File: config.mk
export PLATFORM = sky130hd
export DESIGN_NAME = mem_access_unit
export DESIGN_NICKNAME = d
export VERILOG_FILES = /design/src/rtl/mau_pkg.sv /design/src/rtl/mau_lane.sv /design/src/rtl/mem_access_unit.sv
export SDC_FILE = /design/constraint.sdc
export NUM_CORES = 1
export LEC_CHECK = 0
export CORE_AREA = 8 8 122 124
export DETAILED_ROUTE_END_ITERATION = 7
export DIE_AREA = 0 0 130 132
export PLACE_DENSITY = 0.76
export SLEW_MARGIN = 5
export SYNTH_ARGS = -nofsm -noshare
export SYNTH_HDL_FRONTEND = slang
export SYNTH_SLANG_ARGS = --single-unit
File: constraint.sdc
create_clock -name clk -period 2.51 [get_ports clk]
set_input_delay 0.502 -clock clk [delete_from_list [all_inputs] [get_ports clk]]
set_output_delay 0.502 -clock clk [all_outputs]
set_load 0.02 [all_outputs]
File: src/rtl/mau_pkg.sv
// Shared definitions for the memory access unit: access-size encoding,
// FSM state enum, captured request record and the alignment rule.
// Alignment trapping is enabled by defining MAU_MISALIGN_TRAP_EN.
package mau_pkg;

    localparam logic [1:0] SZ_BYTE = 2'd0;
    localparam logic [1:0] SZ_HALF = 2'd1;
    localparam logic [1:0] SZ_WORD = 2'd2;
    localparam logic [1:0] SZ_RSVD = 2'd3;

    typedef enum logic [2:0] {
        IDLE  = 3'd0,
        WRITE = 3'd1,
        READ  = 3'd2,
        DATA  = 3'd3,
        MERGE = 3'd4,
        ERR   = 3'd5
    } mau_state_t;

    typedef struct packed {
        logic        we;
        logic [1:0]  size;
        logic        sgn;
        logic [31:0] addr;
        logic [31:0] wdata;
        logic        rmw;
    } mau_req_t;

    // True when the access would straddle its natural boundary, or uses
    // the reserved size code.
    function automatic logic is_misaligned(input logic [1:0] size,
                                           input logic [1:0] addr_lo);
        logic bad;
        case (size)
            SZ_BYTE: bad = 1'b0;
            SZ_HALF: bad = addr_lo[0];
            SZ_WORD: bad = (addr_lo != 2'b00);
            default: bad = 1'b1;
        endcase
        return bad;
    endfunction

endpackage

File: src/rtl/mau_lane.sv
// Byte-lane steering between a 32-bit RAM word and a CPU access:
// extracts and extends load data, and merges sub-word store data into
// the word read back for a read-modify-write. Purely combinational.
module mau_lane
    import mau_pkg::*;
(
    input  logic [1:0]  size,
    input  logic        sgn,
    input  logic [1:0]  byte_off,
    input  logic [31:0] ram_word,
    input  logic [31:0] wdata,
    output logic [31:0] load_data,
    output logic [31:0] merge_data
);

    logic [7:0]  lane_b;
    logic [15:0] lane_h;

    // Select the addressed lane, extend it for loads, replace it for stores.
    // Halfwords only look at byte_off[1]; a stray byte_off[0] is ignored.
    always_comb begin
        lane_b     = ram_word[{byte_off, 3'b000} +: 8];
        lane_h     = ram_word[{byte_off[1], 4'b0000} +: 16];
        load_data  = ram_word;
        merge_data = ram_word;
        case (size)
            SZ_BYTE: begin
                load_data = {{24{sgn & lane_b[7]}}, lane_b};
                merge_data[{byte_off, 3'b000} +: 8] = wdata[7:0];
            end
            SZ_HALF: begin
                load_data = {{16{sgn & lane_h[15]}}, lane_h};
                merge_data[{byte_off[1], 4'b0000} +: 16] = wdata[15:0];
            end
            default: begin
                load_data  = ram_word;
                merge_data = wdata;
            end
        endcase
    end

endmodule

File: src/rtl/mem_access_unit.sv
// CPU load/store front end for a synchronous single-port word RAM.
// Word stores write directly; sub-word stores do a read-modify-write.
// Define MAU_MISALIGN_TRAP_EN to reject misaligned and reserved-size
// requests through the ERR state; otherwise low address bits are ignored.
//
// state | meaning
// IDLE  | ready; accept and classify a request
// WRITE | full-word store to RAM, respond
// READ  | present word address, RAM data arrives next cycle
// DATA  | return extracted load data
// MERGE | write ram_q with the store lane(s) replaced, respond
// ERR   | reject request, no RAM access
module mem_access_unit
    import mau_pkg::*;
(
    input  logic        clk,
    input  logic        rst_n,
    input  logic        req_valid,
    output logic        req_ready,
    input  logic        req_we,
    input  logic [1:0]  req_size,
    input  logic        req_signed,
    input  logic [31:0] req_addr,
    input  logic [31:0] req_wdata,
    output logic        resp_valid,
    output logic [31:0] resp_rdata,
    output logic        resp_misalign,
    output logic        ram_wren,
    output logic [29:0] ram_address,
    output logic [31:0] ram_data,
    input  logic [31:0] ram_q
);

    mau_state_t state, next_state;
    mau_req_t   req_q;
    logic       accept;
    logic       req_bad;
    logic       req_sub;
    logic [31:0] load_data;
    logic [31:0] merge_data;

    assign accept  = req_valid && (state == IDLE);
    assign req_sub = (req_size == SZ_BYTE) || (req_size == SZ_HALF);

`ifdef MAU_MISALIGN_TRAP_EN
    assign req_bad = is_misaligned(req_size, req_addr[1:0]);
`else
    assign req_bad = 1'b0;
`endif

    // State register; reset forces IDLE so ram_wren drops asynchronously.
    always_ff @(posedge clk or negedge rst_n) begin
        if (!rst_n) begin
            state <= IDLE;
        end else begin
            state <= next_state;
        end
    end

    // Capture the request fields on acceptance.
    always_ff @(posedge clk or negedge rst_n) begin
        if (!rst_n) begin
            req_q <= '0;
        end else if (accept) begin
            req_q.we    <= req_we;
            req_q.size  <= req_size;
            req_q.sgn   <= req_signed;
            req_q.addr  <= req_addr;
            req_q.wdata <= req_wdata;
            req_q.rmw   <= req_we && req_sub;
        end
    end

    mau_lane u_lane (
        .size       (req_q.size),
        .sgn        (req_q.sgn),
        .byte_off   (req_q.addr[1:0]),
        .ram_word   (ram_q),
        .wdata      (req_q.wdata),
        .load_data  (load_data),
        .merge_data (merge_data)
    );

    // Next-state decode.
    always_comb begin
        next_state = state;
        case (state)
            IDLE: begin
                if (req_valid) begin
                    if (req_bad) begin
                        next_state = ERR;
                    end else if (req_we && !req_sub) begin
                        next_state = WRITE;
                    end else begin
                        next_state = READ;
                    end
                end
            end
            READ:    next_state = req_q.rmw ? MERGE : DATA;
            WRITE,
            DATA,
            MERGE,
            ERR:     next_state = IDLE;
            default: next_state = IDLE;
        endcase
    end

    // Output decode; everything is a function of state and captured fields.
    always_comb begin
        req_ready     = (state == IDLE);
        resp_valid    = 1'b0;
        resp_rdata    = '0;
        resp_misalign = 1'b0;
        ram_wren      = 1'b0;
        ram_address   = req_q.addr[31:2];
        ram_data      = '0;
        case (state)
            WRITE: begin
                ram_wren   = 1'b1;
                ram_data   = req_q.wdata;
                resp_valid = 1'b1;
            end
            DATA: begin
                resp_valid = 1'b1;
                resp_rdata = load_data;
            end
            MERGE: begin
                ram_wren   = 1'b1;
                ram_data   = merge_data;
                resp_valid = 1'b1;
            end
            ERR: begin
                resp_valid = 1'b1;
`ifdef MAU_MISALIGN_TRAP_EN
                resp_misalign = 1'b1;
`endif
            end
            default: begin
                resp_valid = 1'b0;
            end
        endcase
    end

endmodule

**Word-level counts from Yosys, hierarchy flattened**

Cells that the tools add are included.

- Flip-flop bits (word level): 71
- Output and inout bits: 98
- Logic and storage cells: 46

- Add/sub/neg operators: 2
- Equality and inequality tests: 8
- Shift-type cells: 6
- Muxes and demuxes: 12
- Bitwise gates (word level): 2
- Reductions and logical operators: 10

Operators by type and width:

| operator | count |
|---|---|
| $pmux 32 s2 | 3 |
| $bwmux 32 | 2 |
| $mux 32 | 1 |
| $shift 16x7->32 const A | 1 |
| $shift 8x7->32 const A | 1 |
| $shiftx 16x7->32 | 1 |
| $shiftx 32x6->16 | 1 |
| $shiftx 32x6->8 | 1 |
| $shiftx 8x7->32 | 1 |
| $neg 5->7 | 2 |
| $eq 3x2->1 const B | 2 |
| $eq 3x3->1 const B | 2 |
| $mux 3 | 2 |
| $pmux 3 s2 | 1 |
| $eq 2x1->1 const B | 2 |
| $logic_not 2->1 | 2 |
| $reduce_or 4->1 | 1 |
| $eq 3x1->1 const B | 1 |
| $logic_and 1x1->1 | 3 |
| $logic_not 3->1 | 1 |
| $and 1x1->1 | 2 |
| $mux 1 | 2 |
| $mux 2 | 1 |
| $ne 2x2->1 const B | 1 |
| 3 further kinds | 3 |

**Longest topological paths before layout**

Gate-level depths: netlist of run 1.

- Word-level depth: 7
- Mapped depth: 9
- Gate-level depth less buffers: 6

**By module**

A second synthesis of run 1 with hierarchy kept.

- Cell total of the unflattened synthesis: 545
- Area, all modules: 5,185.0 um2

By module, submodules not included:

| module | instances | cells each | area each (um2) | seq. area each (um2) |
|---|---|---|---|---|
| mem_access_unit | 1 | 274 | 3,472.1 | 1,776.7 |
| mau_lane | 1 | 271 | 1,712.9 | 0.0 |

**Least setup slack after synthesis of run 1**

No wires, ideal clock.

- Kind: flip-flop to output port
- Start point: reg req_q[33] in the netlist's numbering
- End point: out ram_data[30]
- Arrival time: 2.254 ns
- Slack: -0.246 ns
- Stages on the path, launching flop included: 10
- Path through: dfrtp_1 -> buf_6 -> buf_6 -> inv_1 -> ha_1 -> and4bb_2 -> buf_2 -> a221oi_1 -> a2111oi_0 -> a21o_1

- Word-level cells in the longest chain between the ends: 5

RTL lines:

| item | RTL line | text |
|---|---|---|
| from (decl) | mem_access_unit.sv:35 | `mau_req_t req_q;` |
| $neg 5->7 * | mau_lane.sv:29 | `merge_data[{byte_off, 3'b000} +: 8] = wdata[7:0];` |
| $shiftx 8x7->32 / $shift 8x7->32 (equally long branches) | mau_lane.sv:29 |  |
| $bwmux 32 * | mau_lane.sv:29 |  |
| $pmux 32 s2 * | mau_lane.sv:26 | `case (size)` |
| $pmux 32 s2 * | mem_access_unit.sv:117 | `case (state)` |
| to (decl) | mem_access_unit.sv:30 | `output logic [31:0] ram_data,` |

Every way passes the cells marked *; elsewhere a longest branch is shown, timed or not.

**Worst setup path in the final report of run 1**

- Start point: reg req_q[34] in the netlist's numbering
- End point: out ram_data[30]

- Word-level cells in the longest chain between the ends: 5

RTL lines:

| item | RTL line | text |
|---|---|---|
| $neg 5->7 (on tied branches) | mau_lane.sv:33, mau_lane.sv:29 |  |
| $shiftx 16x7->32 (tied with other cells) | mau_lane.sv:33 | `merge_data[{byte_off[1], 4'b0000} +: 16] = wdata[15:0];` |
| $bwmux 32 (on tied branches) | mau_lane.sv:33, mau_lane.sv:29 |  |
| $pmux 32 s2 * | mau_lane.sv:26 |  |
| $pmux 32 s2 * | mem_access_unit.sv:117 |  |

Marked as above.

==> results of run 1 <==
per-stage QoR:
step | instance area (µm²) | std cells
final | 8400 | 967
after global routing | 8400 | 967
after CTS | 7880 | 949
after detailed placement | 7550 | 926
after global placement | 7550 | 926
after floorplan | 5040 | 522
layer usage:
metal,global-route usage (%),part of all wire (%)
met5,0,0
met4,8.39,2.6
met3,6.72,9.4
met2,39.0,50
met1,26.6,38
flip-flops by register name, indices dropped and copies added, names as in the netlist:
register,flops
req_q,38
ram_address,30
state,3
area by class of cell:
cell class,count,area share [%]
Clock buffer,11,2.77
Tap cell,176,2.62
Multi-Input combinational cell,376,36.9
Inverter,10,0.476
Timing Repair Buffer,321,35.7
Clock inverter,2,0.417
Sequential cell,71,21.1
worst max-delay path, cell delays in order (launching register included):
cell and delay, ps:
dfrtp_1 400, inv_2 150, ha_4 240, and4bb_2 340, a221oi_2 70, a2111oi_2 270, buf_4 180, a21o_1 90
buf_6 120
cells by family after synthesis:
kind of cell	Yosys count	share of synthesized area, %
buf+inv	75	10.2
compound gates	115	15.8
simple gates	164	15.7
flops	71	35.3
mux	91	21.7
other cells	1	0.0746
fa+ha+maj	5	1.24
power by group through the flow:
| stage | clock [mW] | sequential, mW | combinational (mW) |
|---|---|---|---|
| after floorplan | 0 | 2.05 | 3.58 |
| after global placement | 0 | 2.11 | 5.54 |
| after detailed placement | 0 | 2.15 | 5.64 |
| after CTS | 1.23 | 2.14 | 5.99 |
| after global routing | 1.26 | 2.24 | 7.03 |
| final | 1.20 | 2.17 | 6.65 |
repair_timing:
action / in CTS / in global routing
hold buffers: 0 / 0
resized for setup: 346 / 114
endpoints found under the setup margin: 65 / 60
setup buffers: 12 / 19
pin swaps: 27 / 67
hold endpoints to repair: 0 / 0
worst min path at each step:
stage               startpoint              end  cells past startpoint
6_report                 rst_n         req_q[1]                      1
2_1_floorplan            rst_n   ram_address[0]                      0
5_1_grt                  rst_n  ram_address[26]                      1
3_3_place_gp   ram_address[22]  ram_address[22]                      1
4_1_cts                  rst_n  ram_address[26]                      1
3_5_place_dp   ram_address[12]  ram_address[12]                      1
cells in the final DEF (no fill, tap or decap), types with 11 or more instances in the layout:
master	n
buf_6	55
mux2_2	63
buf_4	106
a21oi_2	27
a211o_1	15
nor3_1	11
nor2_1	45
clkdlybuf4s50_1	131
nand2_1	57
dfrtp_1	71
buf_2	15
nor2b_1	19
mux2i_1	18
==> impl_metrics.csv, run 1 <==
group,metric,value,unit
outcome,status,"complete, but fails checks",
outcome,violated_checks,"negative setup slack",
logic_synthesis,synth_commonest_cells,"dfrtp_1 (71), mux2_2 (63), nand2_1 (58)",
global_route,grt_first_pass_wirelength,30.8,mm
power,power_per_cell_area,1190,nW/µm²
placed_design,portBuffers,199,
logic_synthesis,ys_async_sr_fraction,100,%
clock_tree,cts-buffers-inserted,9,
die,die_area,17200,µm²
power,pleak,3.77,nW
power,power_switching,4.14,mW
flow_run,max_cap_violations,0,
clock_tree,clock_sinks,71,
sta,setup_viol,30,
logic_synthesis,seq_total_area_yosys,35.3,%
sta,hold_viol,0,
worst_setup_path,worst_ep_required_time,2010,ps
clock_tree,clock_tree.htree_level_count,3,
placed_design,dp_hpwl,15.2,mm
final_layout,antenna_cells,0,
final_layout,drive_gt1_share,44.0,%
power,cellInternalPower,5.87,mW
power,seq_power_share,21.7,%
final_layout,areaGrowthSynthToFinish,67.1,%
sta,fin_crit,2680,ps
logic_synthesis,synth.most_common_cell,"dfrtp_1",
worst_setup_path,setup.worst_path.end_class,"primary output",
global_route,all_layer_global_routing_usage,23.0,%
sta,finalHoldWorstSlack,307,ps
sta,clock-skew-final,5.11,ps
power,clkPwrFrac,11.9,%
final_layout,fin_nets,897,
sta,setup_repair_after_global_routing_missed_its_margin,"true",
worst_setup_path,crit_path_start,"req_q[34]",
clock_tree,cts_tree,"yes",
logic_synthesis,post_synth_num_cell_types,50,
sta,totalNegativeSetupSlack,-2970,ps
drt,route.final.wire_length,20.3,mm
logic_synthesis,netlist.area_leader.share,35.3,%
worst_setup_path,r2r-end,"req_q[5]",
min_path,worstHoldPathType,"in -> async",
final_layout,fin_util,64.7,%
die,std_cell_rows,42,
worst_setup_path,arrival,2180,ps
power,power_frac_comb,66.4,%
worst_setup_path,rr_worst_depth,5,
global_route,via_count_of_the_first_global_routing_pass,5501,
worst_setup_path,r2r_setup_slk,580,ps
sta,max_slew.worst_pin.slew,932,ps
final_layout,fill_cells,1051,
sta,worst_slack,-170,ps
drt,drt_drc_violations_left,0,
worst_setup_path,critical_path_class,"reg -> out",
die,initial_utilization,38.8,%
clock_tree,clkSlewWorstSetupHoldPaths,50,ps
global_route,grt_overflow_total,0,
drt,antenna_left,0,
drt,iteration_count_of_the_initial_detailed_routing_pass,5,
drt,vias,5219,
logic_synthesis,yosys_warns,0,
worst_setup_path,worst-path-max-fanout,5,
logic_synthesis,synth_nets,630,
worst_setup_path,crit_path_end,"ram_data[30]",
logic_synthesis,synthesis.area_per_instance,9.64,µm²
power,power.total,10.0,mW
clock_tree,cts_buffer_depth,2,
logic_synthesis,yosysTopAreaCell,"dfrtp_1",
power,peakVddDrop,0.606,mV
placed_design,gp_congestion,0.876,
logic_synthesis,syn_inst,522,
final_layout,multi_input_comb_area,3100,µm²
drt,route.detailed.wl_per_inst,21.0,µm
die,die_h,132,µm
global_route,antenna_found_initial,0,
drt,avgViaCountPerCell,5.40,
placed_design,pre_cts_ws,-577,ps
power,switching_share,41.4,%
clock_tree,clock_insertion_delay_at_the_later_pin_of_the_skew_report,330,ps
global_route,pin_count_of_the_biggest_net_entering_global_routing,72,
sta,slew_violations,0,
logic_synthesis,synth_seq_cells,71,
sta,achievable-frequency,373,MHz
clock_tree,root_buffer,"clkbuf_16",
sta,post-route-period-util,107,%
die,floorplan.core_area,13000,µm²
logic_synthesis,yosys-top-cells-area,"dfrtp_1 (35%), mux2_2 (14%), buf_4 (5.2%)",
worst_setup_path,worst_setup_path_start_kind,"flop",
final_layout,seqCellArea,1780,µm²
drt,drt_first_iter_violations,344,
logic_synthesis,post_synth_instance_area,5030,µm²
sta,max-slew-margin-rel,37.9,%
logic_synthesis,ys.flop_type,"dfrtp_1",
die,design.portCount,201,
die,die_w,130,µm
worst_setup_path,worst_r2r_startpoint,"state[1]",
logic_synthesis,synth_enable_flop_cells,0,
(Power assumes the default switching activity.)
==> run 2, diff against run 1 <==
--- a/config.mk
+++ b/config.mk
@@ -9,7 +9,6 @@
 export DETAILED_ROUTE_END_ITERATION = 7
 export DIE_AREA = 0 0 130 132
 export PLACE_DENSITY = 0.76
-export SLEW_MARGIN = 5
 export SYNTH_ARGS = -nofsm -noshare
 export SYNTH_HDL_FRONTEND = slang
 export SYNTH_SLANG_ARGS = --single-unit
==> results of run 2 <==
Same layout as run 1: the final DEF is identical, and so are final timing and power.
==> run 3, diff against run 2 <==
--- a/config.mk
+++ b/config.mk
@@ -9,6 +9,7 @@
 export DETAILED_ROUTE_END_ITERATION = 7
 export DIE_AREA = 0 0 130 132
 export PLACE_DENSITY = 0.76
+export SETUP_SLACK_MARGIN = 0.15
 export SYNTH_ARGS = -nofsm -noshare
 export SYNTH_HDL_FRONTEND = slang
 export SYNTH_SLANG_ARGS = --single-unit
==> run 3 against run 2 <==
Compared with the run above:
- the run still ends with negative setup slack left
- sequential share of layout area down 1.2 points
- combinational power up 5.3%
- worst setup slack worse by 17 ps
- via count up 1.4%
- die area unchanged
- clock power up 9%
- critical endpoint is now ram_data[10]
- flip-flop and latch count unchanged
- sequential power up 2%
- worst hold slack worse by 160 ps
- highest routed layer unchanged
- design area up 5.9%
- global-route usage up 1.2 points
==> impl_metrics.csv, run 3 (synthesized netlist as in run 1, its figures left out) <==
group,metric,value,unit
outcome,status,"complete, but fails checks",
outcome,violated_checks,"negative setup slack",
sta,setup_viol,45,
sta,setup_repair_after_global_routing_missed_its_margin,"true",
global_route,grt_first_pass_wirelength,32.2,mm
placed_design,dp_hpwl,15.8,mm
global_route,all_layer_global_routing_usage,24.2,%
final_layout,final_common_cell,"clkdlybuf4s50_1",
clock_tree,clkSlewWorstSetupHoldPaths,60,ps
die,initial_utilization,38.8,%
power,peakVddDrop,0.790,mV
drt,iteration_count_of_the_initial_detailed_routing_pass,6,
die,die_h,132,µm
global_route,pin_count_of_the_biggest_net_entering_global_routing,58,
final_layout,largest_register_ff_count,38,
sta,hold_viol,0,
die,std_cell_rows,42,
drt,drt_drc_violations_left,0,
min_path,worstHoldPathType,"in -> async",
sta,slew_violations,0,
sta,achievable-frequency,371,MHz
drt,vias,5293,
sta,fin_crit,2700,ps
power,power.total,10.5,mW
final_layout,areaGrowthSynthToFinish,76.9,%
worst_setup_path,critical_path_class,"reg -> out",
clock_tree,root_buffer,"clkbuf_16",
final_layout,seqCellArea,1780,µm²
final_layout,fin_nets,904,
sta,worst_slack,-186,ps
clock_tree,cts-buffers-inserted,9,
worst_setup_path,r2r_setup_slk,620,ps
worst_setup_path,worst-path-max-fanout,7,
flow_run,max_cap_violations,0,
drt,antenna_left,0,
drt,route.final.wire_length,21.2,mm
final_layout,registers.top_by_ff_count,"req_q",
power,power_per_cell_area,1180,nW/µm²
clock_tree,clock_insertion_delay_at_the_later_pin_of_the_skew_report,330,ps
global_route,antenna_found_initial,0,
clock_tree,cts_buffer_depth,2,
final_layout,post_layout_instance_area,8900,µm²
placed_design,gp_congestion,0.904,
die,die_area,17200,µm²
final_layout,drive_gt1_share,49.2,%
worst_setup_path,worst_ep_required_time,2010,ps
placed_design,postPlaceCellArea,7620,µm²
final_layout,multi_input_comb_area,3290,µm²
final_layout,most_frequent_cells_in_the_layout,"clkdlybuf4s50_1 (123), buf_4 (101), buf_6 (77)",
worst_setup_path,rr_worst_depth,5,
drt,avgViaCountPerCell,5.42,
global_route,grt_overflow_total,0,
die,die_w,130,µm
sta,totalNegativeSetupSlack,-3650,ps
clock_tree,cts_tree,"yes",
sta,clock-skew-final,9.19,ps
worst_setup_path,worst_setup_path_start_kind,"flop",
sta,max_slew.worst_pin.slew,518,ps
placed_design,pre_cts_ws,-663,ps
final_layout,antenna_cells,0,
placed_design,portBuffers,199,
sta,finalHoldWorstSlack,145,ps
drt,route.detailed.wl_per_inst,21.7,µm
clock_tree,clock_tree.htree_level_count,3,
die,design.portCount,201,
global_route,via_count_of_the_first_global_routing_pass,5767,
clock_tree,clock_sinks,71,
die,floorplan.core_area,13000,µm²
sta,max-slew-margin-rel,65.5,%
worst_setup_path,arrival,2190,ps
final_layout,fill_cells,993,
drt,drt_first_iter_violations,368,
sta,post-route-period-util,107,%
worst_setup_path,setup.worst_path.end_class,"primary output",
power,pleak,3.92,nW
[run 3: cell types whose count changed in the layout (fill, tap and decap cells not counted), moves of 4 or more]
| cell | delta |
|---|---|
| nor3_2 | +5 |
| buf_2 | -13 |
| nand2_4 | +17 |
| dlygate4sd2_1 | +6 |
| clkdlybuf4s50_1 | -8 |
| buf_6 | +22 |
| nand2_2 | +6 |
| nor2_2 | +4 |
| buf_4 | -5 |
| nor3_1 | -5 |
| nand2_1 | -23 |
[run 3: worst paths after layout]
kind,startpoint,endpoint
worst min register to register,ram_address[13],ram_address[13]
max in group asynchronous,rst_n,req_q[15]
worst max-delay path,req_q[34],ram_data[10]
worst max register to register,state[1],req_q[16]
min in group clk,ram_address[13],ram_address[13]
worst min-delay path,rst_n,ram_address[16]
[run 3: routing by layer]
metal / GRT usage (%) / share of wire [%] / vias up
met4: 9.49 / 2.2 / 0
met1: 28.0 / 40 / 2588
li1: - / - / 2411
met3: 9.47 / 9.7 / 39
met2: 39.1 / 48 / 255
met5: 0 / 0 / -
[run 3: area by class of cell]
class / instances / share of cell area, %
clock inverters: 5 / 0.633
inverters: 10 / 0.450
well taps: 176 / 2.47
repair buffers: 328 / 36.7
clock buffers: 11 / 2.84
multi-input cells: 376 / 37.0
flip-flops and latches: 71 / 20.0
[run 3: worst max-delay path: stages, from the launching register on]
cell and delay [ps]:
dfrtp_1 400, inv_2 120, ha_4 230, buf_12 130
and4b_2 240, buf_6 150, a21oi_2 110, nor2_1 50
a221o_1 300, buf_6 140
[run 3: metrics by stage]
step,std cells,utilization [%]
after floorplan,522,-
after global placement,931,58.7
after detailed placement,931,58.7
after CTS,968,66.5
after global routing,977,68.6
final,977,68.6
[run 3: repair_timing]
action | in CTS | in global routing
hold buffers | 0 | 0
gates resized for setup | 504 | 41
pin swaps | 49 | 25
buffers inserted | 19 | 8
endpoints found under the setup margin | 65 | 64
cloned | 2 | 1
[run 3: power by group]
group / switching [mW] / internal (mW)
combinational: 3.39 / 3.62
clock: 0.489 / 0.822
sequential: 0.482 / 1.73
total: 4.36 / 6.17
